$ cat src/rtl/dtmf_code_entry.sv
// DTMF keypad code entry: debounces detector frames into key presses, buffers
// a 4-digit code, and reports unlock/fail/timeout with a 3-strike lockout.
module dtmf_code_entry #(
    parameter int unsigned DEBOUNCE_FRAMES = 2,
    parameter int unsigned RELEASE_FRAMES  = 2,
    parameter int unsigned TIMEOUT_FRAMES  = 156,
    parameter int unsigned LOCKOUT_FRAMES  = 1170
) (
    input  logic        clk,
    input  logic        rst_n,
    input  logic        frame_tick,
    input  logic        dtmf_valid,
    input  logic [3:0]  dtmf_data,
    input  logic [15:0] code,
    output logic        key_valid,
    output logic [3:0]  key_data,
    output logic        unlock,
    output logic        fail,
    output logic        timeout,
    output logic        locked,
    output logic [2:0]  digit_count
);

    localparam int unsigned TW = $clog2(TIMEOUT_FRAMES + 1);
    localparam int unsigned LW = $clog2(LOCKOUT_FRAMES + 1);
    localparam logic [3:0]    DEB_N  = 4'(DEBOUNCE_FRAMES);
    localparam logic [3:0]    REL_N  = 4'(RELEASE_FRAMES);
    localparam logic [TW-1:0] TO_N   = TW'(TIMEOUT_FRAMES);
    localparam logic [LW-1:0] LOCK_N = LW'(LOCKOUT_FRAMES);

    typedef enum logic [1:0] {S_SILENT, S_CAND, S_HELD, S_REL} state_t;

    state_t        state_q, state_d;
    logic [3:0]    cand_q, cand_d;
    logic [3:0]    cnt_q, cnt_d;
    logic          key_ev;

    logic [15:0]   buf_q, buf_d;
    logic [2:0]    dcnt_q, dcnt_d;
    logic          ovf_q, ovf_d;
    logic [1:0]    failcnt_q, failcnt_d;
    logic          locked_q, locked_d;
    logic [LW-1:0] lock_cnt_q, lock_cnt_d;
    logic [TW-1:0] tmr_q, tmr_d;
    logic          key_valid_q, key_valid_d;
    logic [3:0]    key_data_q, key_data_d;
    logic          unlock_q, unlock_d;
    logic          fail_q, fail_d;
    logic          timeout_q, timeout_d;
    logic          code_ok;

    always_comb begin
        state_d = state_q;
        cand_d  = cand_q;
        cnt_d   = cnt_q;
        key_ev  = 1'b0;
        if (frame_tick) begin
            case (state_q)
                S_SILENT: begin
                    if (dtmf_valid) begin
                        state_d = S_CAND;
                        cand_d  = dtmf_data;
                        cnt_d   = 4'd1;
                    end
                end
                S_CAND: begin
                    if (!dtmf_valid) begin
                        state_d = S_SILENT;
                        cnt_d   = '0;
                    end else if (dtmf_data == cand_q) begin
                        if (cnt_q + 4'd1 == DEB_N) begin
                            state_d = S_HELD;
                            cnt_d   = '0;
                            key_ev  = 1'b1;
                        end else begin
                            cnt_d = cnt_q + 4'd1;
                        end
                    end else begin
                        cand_d = dtmf_data;
                        cnt_d  = 4'd1;
                    end
                end
                S_HELD: begin
                    // A digit change while held is never a new press.
                    if (!dtmf_valid) begin
                        if (REL_N == 4'd1) begin
                            state_d = S_SILENT;
                            cnt_d   = '0;
                        end else begin
                            state_d = S_REL;
                            cnt_d   = 4'd1;
                        end
                    end
                end
                S_REL: begin
                    if (!dtmf_valid) begin
                        if (cnt_q + 4'd1 == REL_N) begin
                            state_d = S_SILENT;
                            cnt_d   = '0;
                        end else begin
                            cnt_d = cnt_q + 4'd1;
                        end
                    end else if (dtmf_data == cand_q) begin
                        state_d = S_HELD;
                        cnt_d   = '0;
                    end else begin
                        state_d = S_CAND;
                        cand_d  = dtmf_data;
                        cnt_d   = 4'd1;
                    end
                end
                default: begin
                    state_d = S_SILENT;
                    cnt_d   = '0;
                end
            endcase
        end
    end

    assign code_ok = (dcnt_q == 3'd4) && !ovf_q && (buf_q == code);

    always_comb begin
        buf_d       = buf_q;
        dcnt_d      = dcnt_q;
        ovf_d       = ovf_q;
        failcnt_d   = failcnt_q;
        locked_d    = locked_q;
        lock_cnt_d  = lock_cnt_q;
        tmr_d       = tmr_q;
        key_data_d  = key_data_q;
        key_valid_d = 1'b0;
        unlock_d    = 1'b0;
        fail_d      = 1'b0;
        timeout_d   = 1'b0;
        if (frame_tick) begin
            if (locked_q) begin
                if (lock_cnt_q <= LW'(1)) begin
                    lock_cnt_d = '0;
                    locked_d   = 1'b0;
                end else begin
                    lock_cnt_d = lock_cnt_q - LW'(1);
                end
            end
            if (key_ev) begin
                key_valid_d = 1'b1;
                key_data_d  = cand_q;
                tmr_d       = '0;
                if (!locked_q) begin
                    case (cand_q)
                        4'd11: begin
                            buf_d  = '0;
                            dcnt_d = '0;
                            ovf_d  = 1'b0;
                        end
                        4'd12: begin
                            buf_d  = '0;
                            dcnt_d = '0;
                            ovf_d  = 1'b0;
                            if (code_ok) begin
                                unlock_d  = 1'b1;
                                failcnt_d = '0;
                            end else begin
                                fail_d = 1'b1;
                                if (failcnt_q == 2'd2) begin
                                    failcnt_d  = '0;
                                    locked_d   = 1'b1;
                                    lock_cnt_d = LOCK_N;
                                end else begin
                                    failcnt_d = failcnt_q + 2'd1;
                                end
                            end
                        end
                        default: begin
                            if (dcnt_q < 3'd4) begin
                                buf_d  = {buf_q[11:0], cand_q};
                                dcnt_d = dcnt_q + 3'd1;
                            end else begin
                                ovf_d = 1'b1;
                            end
                        end
                    endcase
                end
            end else if (dcnt_q != 3'd0 || ovf_q) begin
                if (tmr_q + TW'(1) == TO_N) begin
                    timeout_d = 1'b1;
                    tmr_d     = '0;
                    buf_d     = '0;
                    dcnt_d    = '0;
                    ovf_d     = 1'b0;
                end else begin
                    tmr_d = tmr_q + TW'(1);
                end
            end else begin
                tmr_d = '0;
            end
        end
    end

    always_ff @(posedge clk or negedge rst_n) begin
        if (!rst_n) begin
            state_q     <= S_SILENT;
            cand_q      <= '0;
            cnt_q       <= '0;
            buf_q       <= '0;
            dcnt_q      <= '0;
            ovf_q       <= 1'b0;
            failcnt_q   <= '0;
            locked_q    <= 1'b0;
            lock_cnt_q  <= '0;
            tmr_q       <= '0;
            key_valid_q <= 1'b0;
            key_data_q  <= '0;
            unlock_q    <= 1'b0;
            fail_q      <= 1'b0;
            timeout_q   <= 1'b0;
        end else begin
            state_q     <= state_d;
            cand_q      <= cand_d;
            cnt_q       <= cnt_d;
            buf_q       <= buf_d;
            dcnt_q      <= dcnt_d;
            ovf_q       <= ovf_d;
            failcnt_q   <= failcnt_d;
            locked_q    <= locked_d;
            lock_cnt_q  <= lock_cnt_d;
            tmr_q       <= tmr_d;
            key_valid_q <= key_valid_d;
            key_data_q  <= key_data_d;
            unlock_q    <= unlock_d;
            fail_q      <= fail_d;
            timeout_q   <= timeout_d;
        end
    end

    assign key_valid   = key_valid_q;
    assign key_data    = key_data_q;
    assign unlock      = unlock_q;
    assign fail        = fail_q;
    assign timeout     = timeout_q;
    assign locked      = locked_q;
    assign digit_count = dcnt_q;

endmodule

$ cat config.mk
export PLATFORM = sky130hd
export DESIGN_NAME = dtmf_code_entry
export DESIGN_NICKNAME = d
export VERILOG_FILES = /design/src/rtl/dtmf_code_entry.sv
export SDC_FILE = /design/constraint.sdc
export NUM_CORES = 1
export LEC_CHECK = 0
export ABC_AREA = 1
export CORE_MARGIN = 5
export CORE_UTILIZATION = 58
export CTS_BUF_LIST = sky130_fd_sc_hd__clkbuf_8
export CTS_CLUSTER_DIAMETER = 40
export DETAILED_ROUTE_END_ITERATION = 10
export PLACE_DENSITY = 0.78
export SYNTH_ARGS = -nofsm -noshare
export SYNTH_HDL_FRONTEND = slang
export SYNTH_SLANG_ARGS = --single-unit
$ cat constraint.sdc
create_clock -name clk -period 2.8 [get_ports clk]
set_clock_uncertainty 0.2 [all_clocks]
set_input_delay 0.42 -clock clk [delete_from_list [all_inputs] [get_ports clk]]
set_output_delay 0.42 -clock clk [all_outputs]
set_load 0.05 [all_outputs]
---- After elaboration in Yosys (flattened, before gate mapping) ----
Cells that the tools add are included.
operators by class
  multiply operators ...................... 0
  muxes and demuxes ....................... 79
  shifts and indexed selects .............. 0
  divide/modulo/power cells ............... 0
  magnitude comparators ................... 2
  add/subtract/negate cells ............... 5
  eq/ne operators ......................... 21
  bitwise logic cells ..................... 1
  reductions and logical operators ........ 18
operators by type and width
  cell                     number
  $mux W16                 6
  $mux W11                 7
  $mux W4                  9
  $mux W1                  35
  $mux W8                  3
  $mux W2                  10
  $mux W3                  6
  $eq A16 B16 Y1           1
  $pmux W4 S4              1
  $reduce_and A5 Y1        3
  $ne A3 B3 Y1 const B     4
  $le A11 B1 Y1 const B    1
  $sub A11 B1 Y11 const B  1
  $add A8 B1 Y8 const B    1
  $eq A4 B4 Y1 const B     2
  $eq A8 B8 Y1 const B     1
  $ne A2 B2 Y1 const B     4
  $pmux W2 S4              1
  $pmux W4 S2              1
  $eq A2 B2 Y1 const B     3
  $reduce_and A6 Y1        1
  $reduce_bool A2 Y1       3
  $add A4 B1 Y4 const B    1
  $eq A4 B2 Y1 const B     1
  18 further kinds         20
storage, ports and cells
  latch bits .............................. 0
  memories kept ........................... 0
  word-level logic and storage cells ...... 141
  memory bits (writable) .................. 0
  output and inout bits ................... 12
  bits in read-only memories .............. 0
  flip-flop bits (word level) ............. 60

---- Longest topological paths before layout ----
Gate-level depths: netlist (run 1).
  depth after elaboration ................. 9
  mapped depth ............................ 14
  mapped depth without buffers ............ 14

---- Worst setup path before layout (run 1) ----
OpenSTA, ideal clock, no wires.
  kind .................................... register to register
  start point ............................. register dcnt_q[0], in the netlist digit_count[0]
  end point ............................... register dcnt_q[0], in the netlist digit_count[0]
  stages on the path, launching flop included .. 12
  arrival time ............................ 1807 ps
  path buffers ............................ 1
  setup slack ............................. 673 ps
  data required time ...................... 2480 ps
  setup time .............................. 120 ps
  cells stage by stage .................... dfrtp_1 > inv_1 > ha_1 > nand3_1 > nand2_1 > nor2_2 > nand2_1 > nand2_4 > nand2_4 > buf_6 > nand2_1 > nand2_1
between the ends
  longest elaborated chain between the ends .. 5
  elaborated cells between the ends (all ways) .. 11
  those cells by class .................... add/sub: 1; order compare: 1; eq/ne: 1; mux: 4; reduce/logical: 4
ends and longest elaborated chain
  element                 RTL line  RTL
  from (decl)             39        logic [2:0] dcnt_q, dcnt_d;
  from (signal assigned)  221       dcnt_q <= dcnt_d;
  $add A3 B1 Y3           176       dcnt_d = dcnt_q + 3'd1;
  $mux W3                 174       if (dcnt_q < 3'd4) begin
  $mux W3                 149       case (cand_q)
  $mux W3                 148       if (!locked_q) begin
  $mux W3                 144       if (key_ev) begin
Parallel ways exist; a longest one is shown, timed or not. The select of a mux whose other input is x is not followed.
A chain may end at the register's enable or synchronous reset.

---- Worst setup path in the final report (run 1) ----
  start point ............................. register cnt_q[0]
  end point ............................... register buf_q[9]
between the ends
  longest elaborated chain between the ends .. 9
  elaborated cells between the ends (all ways) .. 13
  those cells by class .................... add/sub: 1; eq/ne: 3; mux: 6; reduce/logical: 3
ends and longest elaborated chain
  element                                         RTL line  RTL
  from (decl)                                     35        logic [3:0] cnt_q, cnt_d;
  from (signal assigned)                          219       cnt_q <= cnt_d;
  $add A4 B1 Y4 (*)                               71        if (cnt_q + 4'd1 == DEB_N) begin
  $eq A4 B2 Y1 (*)                                71
  $mux W1 (*)                                     71
  $mux W1 (*)                                     70        end else if (dtmf_data == cand_q) begin
  $mux W1 (*)                                     67        if (!dtmf_valid) begin
  $mux W1 (*)                                     58        case (state_q)
  $mux W1 (*)                                     57        if (frame_tick) begin
  $ne A3 B2 Y1 (no line) (tied with other cells)  -
  $reduce_and A5 Y1 (no line)                     -
  to (signal assigned)                            220       buf_q <= buf_d;
  to (decl)                                       38        logic [15:0] buf_q, buf_d;
Every way passes the cells marked *; elsewhere a longest branch is shown, timed or not.

==> impl_metrics.yaml, run 1 <==
placed_design:
  place_congestion: 0.931
  port_buffers: 35
  post-place-ws_ns: 0.160
  place_area_um2: 4300
  dp_hpwl_um: 6730
clock_network:
  cts_tree: "done"
  root_buffer: "clkbuf_8"
  cts.path.max_buffers: 2
  clkTransAtPathRegs_ns: 0.07
  clock_latency_ns: 0.33
  cts_resized: 0
  cts_num_sinks: 60
  htree_levels: 3
  post-cts-setup-buffers: 0
  cts_buffers: 9
logic_synthesis:
  ys_warn_count: 0
  synthArstFlopShare: 1.00
  avgSynthCellArea_um2: 6.76
  yosys.area.top_type_share: 0.389
  synth_area_um2: 3850
  synthDistinctLibCells: 35
  synth_top_area_cell: "dfrtp_1"
  synthCells: 570
  synthTopCellsByCount: "nand2_1, inv_1, nor2_1"
  synth_edf_count: 0
  seq_area_frac_synth: 0.389
  synthFlopType: "dfrtp_1"
  synth_area_leaders: "dfrtp_1, nand2_1, inv_1"
  synth_seq_cells: 60
  yosysMostFrequentCell: "nand2_1"
  synth_nets: 601
timing:
  max_freq_mhz: 428
  tightest_slew_ns: 0.678
  slew_headroom: 0.544
  setup_viol_count_final: 0
  hold_violations: 0
  rsz0062_at_grt: "false"
  fin_crit_sh: 0.834
  finalMaxSlewViolations: 0
  setup_tns_ns: 0
  finalCriticalPeriod_ns: 2.33
  setup_ws_ns: 0.466
min_path:
  min_path_cells: 2
  hp-start: "buf_q[4]"
  min_path_type: "register to register"
  hold_end: "buf_q[4]"
cells_and_area:
  final_cell_area_um2: 4480
  nets: 645
  layout-drive-gt1-share: 0.0599
  final_util: 0.698
  syn2layout_area_growth_pct: 16.3
  diodes: 0
power_and_ir_drop:
  p_total_mw: 2.85
  p_leak_nw: 2.25
  power.density_nw_per_um2: 637
  vdd_drop_max_mv: 0.492
setup_path:
  setup.worst_path.start_class: "register"
  rr_endpoint: "buf_q[9]"
  reg2reg_slack_ns: 0.47
  critPathArrivalTime_ns: 2.36
  endpoint_kind: "register"
  reg2reg_depth: 10
  critPathRequiredTime_ns: 2.82
  worstReg2RegStart: "cnt_q[0]"
  critPathKind: "register to register"
  worstPathMaxFanout: 11
route:
  viasPerCell: 5.38
  drc_errors: 0
  drt-wirelength-per-cell_um: 13.1
  totalWireLength_um: 9100
  dr.pass1.iters: 4
  ant_nets: 0
  drt_iter0_markers: 202
  vias: 3737
floorplan:
  io_pins: 36
  die_h_um: 91.5
  fp-row-count: 29
  dieArea_um2: 8380
  die-width_um: 91.5
  core_um2: 6420
  start_util: 0.600
job:
  timing.max_cap.violations: 0
grt:
  grt_use_total: 0.231
  grt_pass1_vias: 3561
  grt_pass1_wl_um: 16000
  grt_max_degree: 34
  grt_overflow_total: 0
  antenna_found_initial: 0
outcome:
  outcome: "complete, no violations"
[worst max path at each step]
stage | end | start | cells past startpoint | slack [ns]
CTS | buf_q[9] | cnt_q[0] | 10 | 0.46
finish | buf_q[9] | cnt_q[0] | 10 | 0.47
global placement | buf_q[10] | dtmf_valid | 9 | 0.24
detailed placement | buf_q[9] | dtmf_data[1] | 11 | 0.16
global route | buf_q[9] | cnt_q[0] | 11 | 0.26
floorplan | digit_count[0] | digit_count[0] | 11 | 0.67
[registers in the layout, summed over array words and instances, names as in the netlist]
| register | flops |
|---|---|
| buf_q | 16 |
| cand_q | 4 |
| cnt_q | 4 |
| digit_count | 3 |
| fail | 1 |
| failcnt_q | 2 |
| key_data | 4 |
| key_valid | 1 |
| lock_cnt_q | 11 |
| locked | 1 |
| ovf_q | 1 |
| state_q | 2 |
| timeout | 1 |
| tmr_q | 8 |
| unlock | 1 |
[timing repair]
action | CTS | global route
endpoints found under the setup margin | 0 | 0
hold buffers | 1 | 0
hold endpoints to repair | 27 | 0
[layer usage]
| metal | routed length (um) | vias up | GRT usage |
|---|---|---|---|
| met4 | 130 | 0 | 0.0867 |
| met1 | 4130 | 1752 | 0.306 |
| met2 | 4460 | 87 | 0.381 |
| li1 | - | 1884 | - |
| met5 | 0 | - | 0 |
| met3 | 376 | 14 | 0.0355 |
[cells in the final DEF, fill, tap and decap left out, drive strengths merged]
| cell type | netlist | layout |
|---|---|---|
| nand2 | 185 | 185 |
| inv | 84 | 86 |
| nor2 | 78 | 78 |
| dfrtp | 60 | 60 |
| nand3 | 60 | 60 |
| clkdlybuf4s50 | 0 | 34 |
| o21ai | 23 | 23 |
| clkbuf | 6 | 11 |
| nand4 | 10 | 10 |
| a21oi | 10 | 10 |
| nor3 | 10 | 10 |
| xnor2 | 9 | 9 |
| buf | 4 | 8 |
| ha | 7 | 7 |
| xor2 | 6 | 6 |
| o22ai | 5 | 5 |
| or2 | 2 | 2 |
| o2111a | 2 | 2 |
| a31oi | 2 | 2 |
| clkinv | 0 | 2 |
| nand3b | 1 | 1 |
| nor3b | 1 | 1 |
| o31ai | 1 | 1 |
| nor4 | 1 | 1 |
| o221ai | 1 | 1 |
| o2111ai | 1 | 1 |
| o21bai | 1 | 1 |
| dlygate4sd3 | 0 | 1 |
[per-stage QoR]
step | instances | hold WS, ns
6_report | 695 | 0.297
2_1_floorplan | 570 | -0.0756
3_3_place_gp | 679 | 0.263
5_1_grt | 695 | 0.322
3_5_place_dp | 679 | 0.276
4_1_cts | 695 | 0.297
[area by class of cell]
class | instances | area (um2)
inverter | 84 | 315
fill | 549 | 1940
sequential | 60 | 1500
multi-input combinational | 416 | 1980
clock buffer | 11 | 151
tap | 77 | 96.3
clock inverter | 4 | 17.5
timing repair buffer | 43 | 420
[power breakdown]
part           leakage, nW  switching [mW]  internal [mW]
combinational         1.39           0.617          0.338
sequential           0.763           0.189           1.03
clock               0.0976           0.323          0.355
[worst max-delay path: stages (launching register included)]
cell and delay [ns]:
dfrtp_1 0.43, ha_1 0.23, nand2_1 0.06, nand2_1 0.06, nor2_1 0.12, nand2_1 0.14, nor3_4 0.33, nand3_4 0.22
buf_4 0.24, nand3_1 0.10, nand2_1 0.06
[logic make-up (layout without fill, tap and decap cells)]
family | Yosys count | count (layout) | synth area share
buffers and inverters | 94 | 142 | 0.0967
adders and majority gates | 7 | 7 | 0.0227
xor gates and xnor gates | 15 | 15 | 0.0341
DFF | 60 | 60 | 0.389
and+or+nand+nor | 348 | 348 | 0.389
AOI/OAI and AO/OA | 46 | 46 | 0.0685
No activity file was read; power rests on OpenSTA's default activity.
==> inputs of run 2 (changes only) <==
--- a/config.mk
+++ b/config.mk
@@ -7,11 +7,11 @@
 export LEC_CHECK = 0
 export ABC_AREA = 1
 export CORE_MARGIN = 5
-export CORE_UTILIZATION = 58
+export CORE_UTILIZATION = 54
 export CTS_BUF_LIST = sky130_fd_sc_hd__clkbuf_8
 export CTS_CLUSTER_DIAMETER = 40
 export DETAILED_ROUTE_END_ITERATION = 10
-export PLACE_DENSITY = 0.78
+export PLACE_DENSITY = 0.76
 export SYNTH_ARGS = -nofsm -noshare
 export SYNTH_HDL_FRONTEND = slang
 export SYNTH_SLANG_ARGS = --single-unit
==> constraint.sdc (replaced) <==
create_clock -name clk -period 1.92 [get_ports clk]
set_clock_uncertainty 0.2 [all_clocks]
set_input_delay 0.288 -clock clk [delete_from_list [all_inputs] [get_ports clk]]
set_output_delay 0.288 -clock clk [all_outputs]
set_load 0.05 [all_outputs]
==> impl_metrics.yaml, run 2 (same netlist as run 1, synthesis figures left out) <==
route:
  ant_nets: 0
  viasPerCell: 5.68
  dr.pass1.iters: 5
  drt-wirelength-per-cell_um: 17.0
  drt_iter0_markers: 393
  vias: 4560
  drc_errors: 0
  totalWireLength_um: 13700
placed_design:
  place_congestion: 0.899
  port_buffers: 35
  place_area_um2: 4850
  dp_hpwl_um: 7360
  placed_cells: 764
floorplan:
  start_util: 0.561
  core_um2: 6870
  dieArea_um2: 8930
  die-width_um: 94.5
  io_pins: 36
  fp-row-count: 30
  die_h_um: 94.5
setup_path:
  slowest_delay_ns: 0.49
  rr_endpoint: "buf_q[3]"
  critPathKind: "input pin to register"
  worstReg2RegStart: "cand_q[2]"
  critPathArrivalTime_ns: 2.27
  crit_slowest_cell: "clkdlybuf4s50_1"
  reg2reg_slack_ns: -0.28
  setup.worst_path.start_class: "input pin"
  cp_cell_sequence: "clkdlybuf4s50_1, inv_1, nand2_1, nand2_1, nor2_2, nand3_4, nor3_4, buf_6, nand2_4, nand2_8, buf_12, nand2_8, nand2_2, nand2_1"
  endpoint_kind: "register"
  critPathTopFamily: "simple AND/OR/NAND/NOR gates"
  reg2reg_depth: 12
  cp_num_buf_inv: 4
  worstPathMaxFanout: 7
  critPathRequiredTime_ns: 1.96
  cpMostUsedCell: "nand2_1"
cells_and_area:
  largest_register: "buf_q"
  final_cell_mix: "nand2_1, buf_4, inv_1, nor2_1, dfrtp_1"
  syn2layout_area_growth_pct: 48.8
  layout-drive-gt1-share: 0.314
  largest_reg_flops: 16
  stdcell_count: 803
  final_cell_area_um2: 5740
  final_common_cell: "nand2_1"
  diodes: 0
  nets: 733
  top_regs: "buf_q (16), lock_cnt_q (11), tmr_q (8)"
  fillCellCount: 413
grt:
  antenna_found_initial: 0
  grt_overflow_total: 0
  grt_use_total: 0.278
  grt_pass1_vias: 4277
  grt_max_degree: 61
  grt_pass1_wl_um: 19500
clock_network:
  clkTransAtPathRegs_ns: 0.08
  cts_buffers: 9
  cts.path.max_buffers: 2
  clock_latency_ns: 0.36
  cts_num_sinks: 60
  root_buffer: "clkbuf_8"
  htree_levels: 3
  cts_tree: "done"
min_path:
  min_path_type: "input pin to register"
  hold_end: "cand_q[1]"
  min_path_cells: 3
  hp-start: "dtmf_data[1]"
power_and_ir_drop:
  switchingPower_mw: 2.09
  vdd_drop_max_mv: 0.904
  power.density_nw_per_um2: 900
  switching_share: 0.405
  p_leak_nw: 2.80
  pwr-share-clk: 0.229
  seq_power_share: 0.341
  p_comb_frac: 0.431
  p_int_mw: 3.07
timing:
  finalMaxSlewViolations: 0
  tightest_slew_ns: 0.334
  max_freq_mhz: 449
  setup_viol_count_final: 32
  slew_headroom: 0.776
  setup_ws_ns: -0.306
  fin_crit_sh: 1.16
  finalCriticalPeriod_ns: 2.23
  rsz0062_at_grt: "true"
  hold_violations: 0
outcome:
  outcome: "finished, violations left"
  violations: "negative setup slack"
job:
  timing.max_cap.violations: 0
-- run 2: cell types whose count changed in the layout (fill, tap and decap cells not counted), moves of 8 or more --
cell,before,now
buf_4,6,83
buf_6,0,11
clkdlybuf4s50_1,34,21
nand2_1,182,142
nand2_2,1,34
nand3_1,58,48
nand3_2,1,9
nor2_1,73,63
-- run 2: worst max-delay path by stage --
stage | startpoint | end | slack [ns] | cells after the start
2_1_floorplan | cnt_q[0] | digit_count[0] | -0.15 | 13
3_3_place_gp | dtmf_data[1] | buf_q[4] | -0.43 | 12
3_5_place_dp | dtmf_data[1] | buf_q[15] | -0.53 | 12
4_1_cts | cand_q[2] | buf_q[15] | -0.16 | 13
5_1_grt | cand_q[1] | buf_q[2] | -0.37 | 13
6_report | dtmf_data[2] | buf_q[3] | -0.31 | 14
-- run 2: layout make-up --
cell class,count,area [um2],share of cell area
tap,96,120,0.0209
inverter,84,318,0.0554
clock buffer,10,138,0.0240
multi-input combinational,419,2390,0.417
clock inverter,6,63.8,0.0111
sequential,60,1510,0.262
timing repair buffer,128,1200,0.209
-- run 2: repair_timing --
item,CTS,global route
pin swaps,18,18
buffers inserted,15,3
hold buffers,1,0
resized for setup,36,90
gates cloned,4,1
hold endpoints to repair,60,0
endpoints found under the setup margin,43,48
-- run 2: power groups by stage --
stage | Combinational, mW | Sequential (mW) | Clock, mW
5_1_grt | 2.43 | 1.79 | 1.25
6_report | 2.22 | 1.76 | 1.18
4_1_cts | 1.95 | 1.73 | 1.18
3_5_place_dp | 1.81 | 1.75 | 0
2_1_floorplan | 0.873 | 1.88 | 0
3_3_place_gp | 1.76 | 1.73 | 0
-- run 2: metrics by stage --
step,total power [mW],hold WS (ns),utilization,setup TNS [ns],setup WS (ns)
final,5.16,0.0786,0.835,-5.28,-0.306
after global routing,5.47,0.106,0.835,-9.48,-0.373
after CTS,4.85,0.277,0.789,-2.50,-0.157
after detailed placement,3.57,0.122,0.706,-18.87,-0.532
after global placement,3.49,0.119,0.706,-15.56,-0.433
after floorplan,2.75,-0.208,-,-2.00,-0.155
-- run 2: worst register-to-register path, stage by stage (launching register included) --
cell and delay, ns:
dfrtp_2 0.45, nand2_1 0.10, nand2_1 0.06, nor2_2 0.14, nand3_4 0.13, nor3_4 0.25, buf_6 0.16, nand2_4 0.07
nand2_8 0.14, buf_12 0.14, nand2_8 0.08, nand2_2 0.11, nand2_1 0.07
-- run 2: layer usage --
metal  vias up  share of wire  GRT usage
met3        68          0.074     0.0422
met1      2137           0.38      0.336
li1       2069              -          -
met5         -              0          0
met4         0          0.046      0.131
met2       286           0.50      0.486
==> inputs of run 3 (changes only) <==
--- a/config.mk
+++ b/config.mk
@@ -6,7 +6,6 @@
 export NUM_CORES = 1
 export LEC_CHECK = 0
 export ABC_AREA = 1
-export CORE_MARGIN = 5
 export CORE_UTILIZATION = 54
 export CTS_BUF_LIST = sky130_fd_sc_hd__clkbuf_8
 export CTS_CLUSTER_DIAMETER = 40
==> impl_metrics.yaml, run 3 (same netlist as run 1, synthesis figures left out) <==
outcome:
  outcome: "finished, violations left"
  violations: "negative setup slack"
setup_path:
  setup.worst_path.start_class: "register"
  worstPathMaxFanout: 6
  endpoint_kind: "register"
  critPathKind: "register to register"
  reg2reg_depth: 12
  critPathRequiredTime_ns: 1.96
  reg2reg_slack_ns: -0.27
  critPathArrivalTime_ns: 2.23
  rr_endpoint: "buf_q[1]"
  worstReg2RegStart: "cand_q[0]"
  crit_start: "cand_q[0]"
floorplan:
  die_h_um: 86.5
  io_pins: 36
  dieArea_um2: 7480
  start_util: 0.564
  die-width_um: 86.5
  fp-row-count: 30
  core_um2: 6830
cells_and_area:
  largest_reg_flops: 16
  nets: 734
  top_regs: "buf_q (16), lock_cnt_q (11), tmr_q (8)"
  diodes: 0
  layout-drive-gt1-share: 0.346
  syn2layout_area_growth_pct: 52.3
  largest_register: "buf_q"
  final_common_cell: "nand2_1"
  final_cell_mix: "nand2_1, buf_4, inv_1, dfrtp_1, nor2_1"
timing:
  hold_violations: 0
  rsz0062_at_grt: "true"
  setup_tns_ns: -6.65
  setup_ws_ns: -0.274
  max_freq_mhz: 456
  slew_headroom: 0.751
  finalMaxSlewViolations: 0
  setup_viol_count_final: 42
  hold_slack_ns: 0.179
  tightest_slew_ns: 0.372
  finalCriticalPeriod_ns: 2.19
  fin_crit_sh: 1.14
clock_network:
  cts.path.max_buffers: 2
  clkTransAtPathRegs_ns: 0.08
  clock_latency_ns: 0.35
  cts_buffers: 9
  root_buffer: "clkbuf_8"
  cts_num_sinks: 60
  htree_levels: 3
  cts_tree: "done"
grt:
  grt_use_total: 0.317
  grt_max_degree: 61
  grt_overflow_total: 0
  grt_pass1_vias: 4184
  antenna_found_initial: 0
  grt_pass1_wl_um: 18500
placed_design:
  dp_hpwl_um: 7100
  port_buffers: 35
  place_congestion: 0.897
route:
  totalWireLength_um: 13800
  dr.pass1.iters: 6
  drt_iter0_markers: 440
  vias: 4531
  drt-wirelength-per-cell_um: 17.2
  drc_errors: 0
  ant_nets: 0
  viasPerCell: 5.64
power_and_ir_drop:
  switchingPower_mw: 2.20
  vdd_drop_max_mv: 0.860
  pwr-share-clk: 0.239
  p_comb_frac: 0.433
  seq_power_share: 0.328
  switching_share: 0.407
  p_leak_nw: 2.80
  p_int_mw: 3.20
  power.density_nw_per_um2: 919
min_path:
  min_path_cells: 3
  min_path_type: "input pin to register"
  hold_end: "cand_q[1]"
  hp-start: "dtmf_data[1]"
job:
  timing.max_cap.violations: 0
## run 3: worst max-delay path, cell delays in order, from the launching register on
cell and delay [ns]:
dfrtp_1 0.44, nand2_1 0.12, nand2_1 0.07, nor2_2 0.16, nand3_4 0.13, buf_6 0.14
nor2_4 0.15, nor2_2 0.08, nand2_2 0.13, nand2_8 0.13, buf_12 0.17, nand3_1 0.07
nand2_1 0.09
## run 3: layer usage
metal | part of all wire | routed length (um) | global-route usage
met1 | 0.38 | 5190 | 0.391
met4 | 0.046 | 637 | 0.144
met5 | 0 | 0 | 0
met2 | 0.51 | 6990 | 0.550
met3 | 0.072 | 989 | 0.0495
## run 3: worst max-delay path by stage
stage	end	slack [ns]	cells past startpoint
after floorplan	digit_count[0]	-0.15	13
after global placement	buf_q[10]	-0.45	12
after detailed placement	digit_count[1]	-0.52	12
after CTS	buf_q[6]	-0.1	12
after global routing	ovf_q	-0.34	14
final	buf_q[1]	-0.27	12
## run 3: per-stage QoR
step / cells / cell area [um2] / power (mW) / util / setup WS [ns]
final: 804 / 5870 / 5.40 / 0.860 / -0.274
after global routing: 804 / 5870 / 5.67 / 0.860 / -0.340
after CTS: 799 / 5380 / 4.96 / 0.788 / -0.0956
after detailed placement: 764 / 4850 / 3.55 / 0.710 / -0.523
after global placement: 764 / 4850 / 3.48 / 0.710 / -0.449
after floorplan: 570 / 3860 / 2.75 / - / -0.155
## run 3: cell type report
| class | instances | area, um2 |
|---|---|---|
| Clock buffer | 9 | 124 |
| Clock inverter | 7 | 91.3 |
| Fill cell | 361 | 960 |
| Inverter | 84 | 318 |
| Multi-Input combinational cell | 418 | 2540 |
| Sequential cell | 60 | 1510 |
| Tap cell | 96 | 120 |
| Timing Repair Buffer | 130 | 1170 |
## run 3: power groups by stage
stage	Combinational (mW)	Clock (mW)	Sequential, mW
floorplan	0.873	0	1.88
global placement	1.75	0	1.73
detailed placement	1.80	0	1.75
CTS	1.98	1.27	1.72
global route	2.54	1.34	1.78
finish	2.34	1.29	1.77
## run 3: repair_timing
| action | 4_1_cts | 5_1_grt |
|---|---|---|
| hold buffers | 1 | 0 |
| setup endpoints to repair | 43 | 49 |
| cloned | 2 | 2 |
| endpoints found under the hold margin | 60 | 0 |
| setup buffers | 16 | 6 |
| resized for setup | 45 | 117 |
| pin swaps | 15 | 32 |
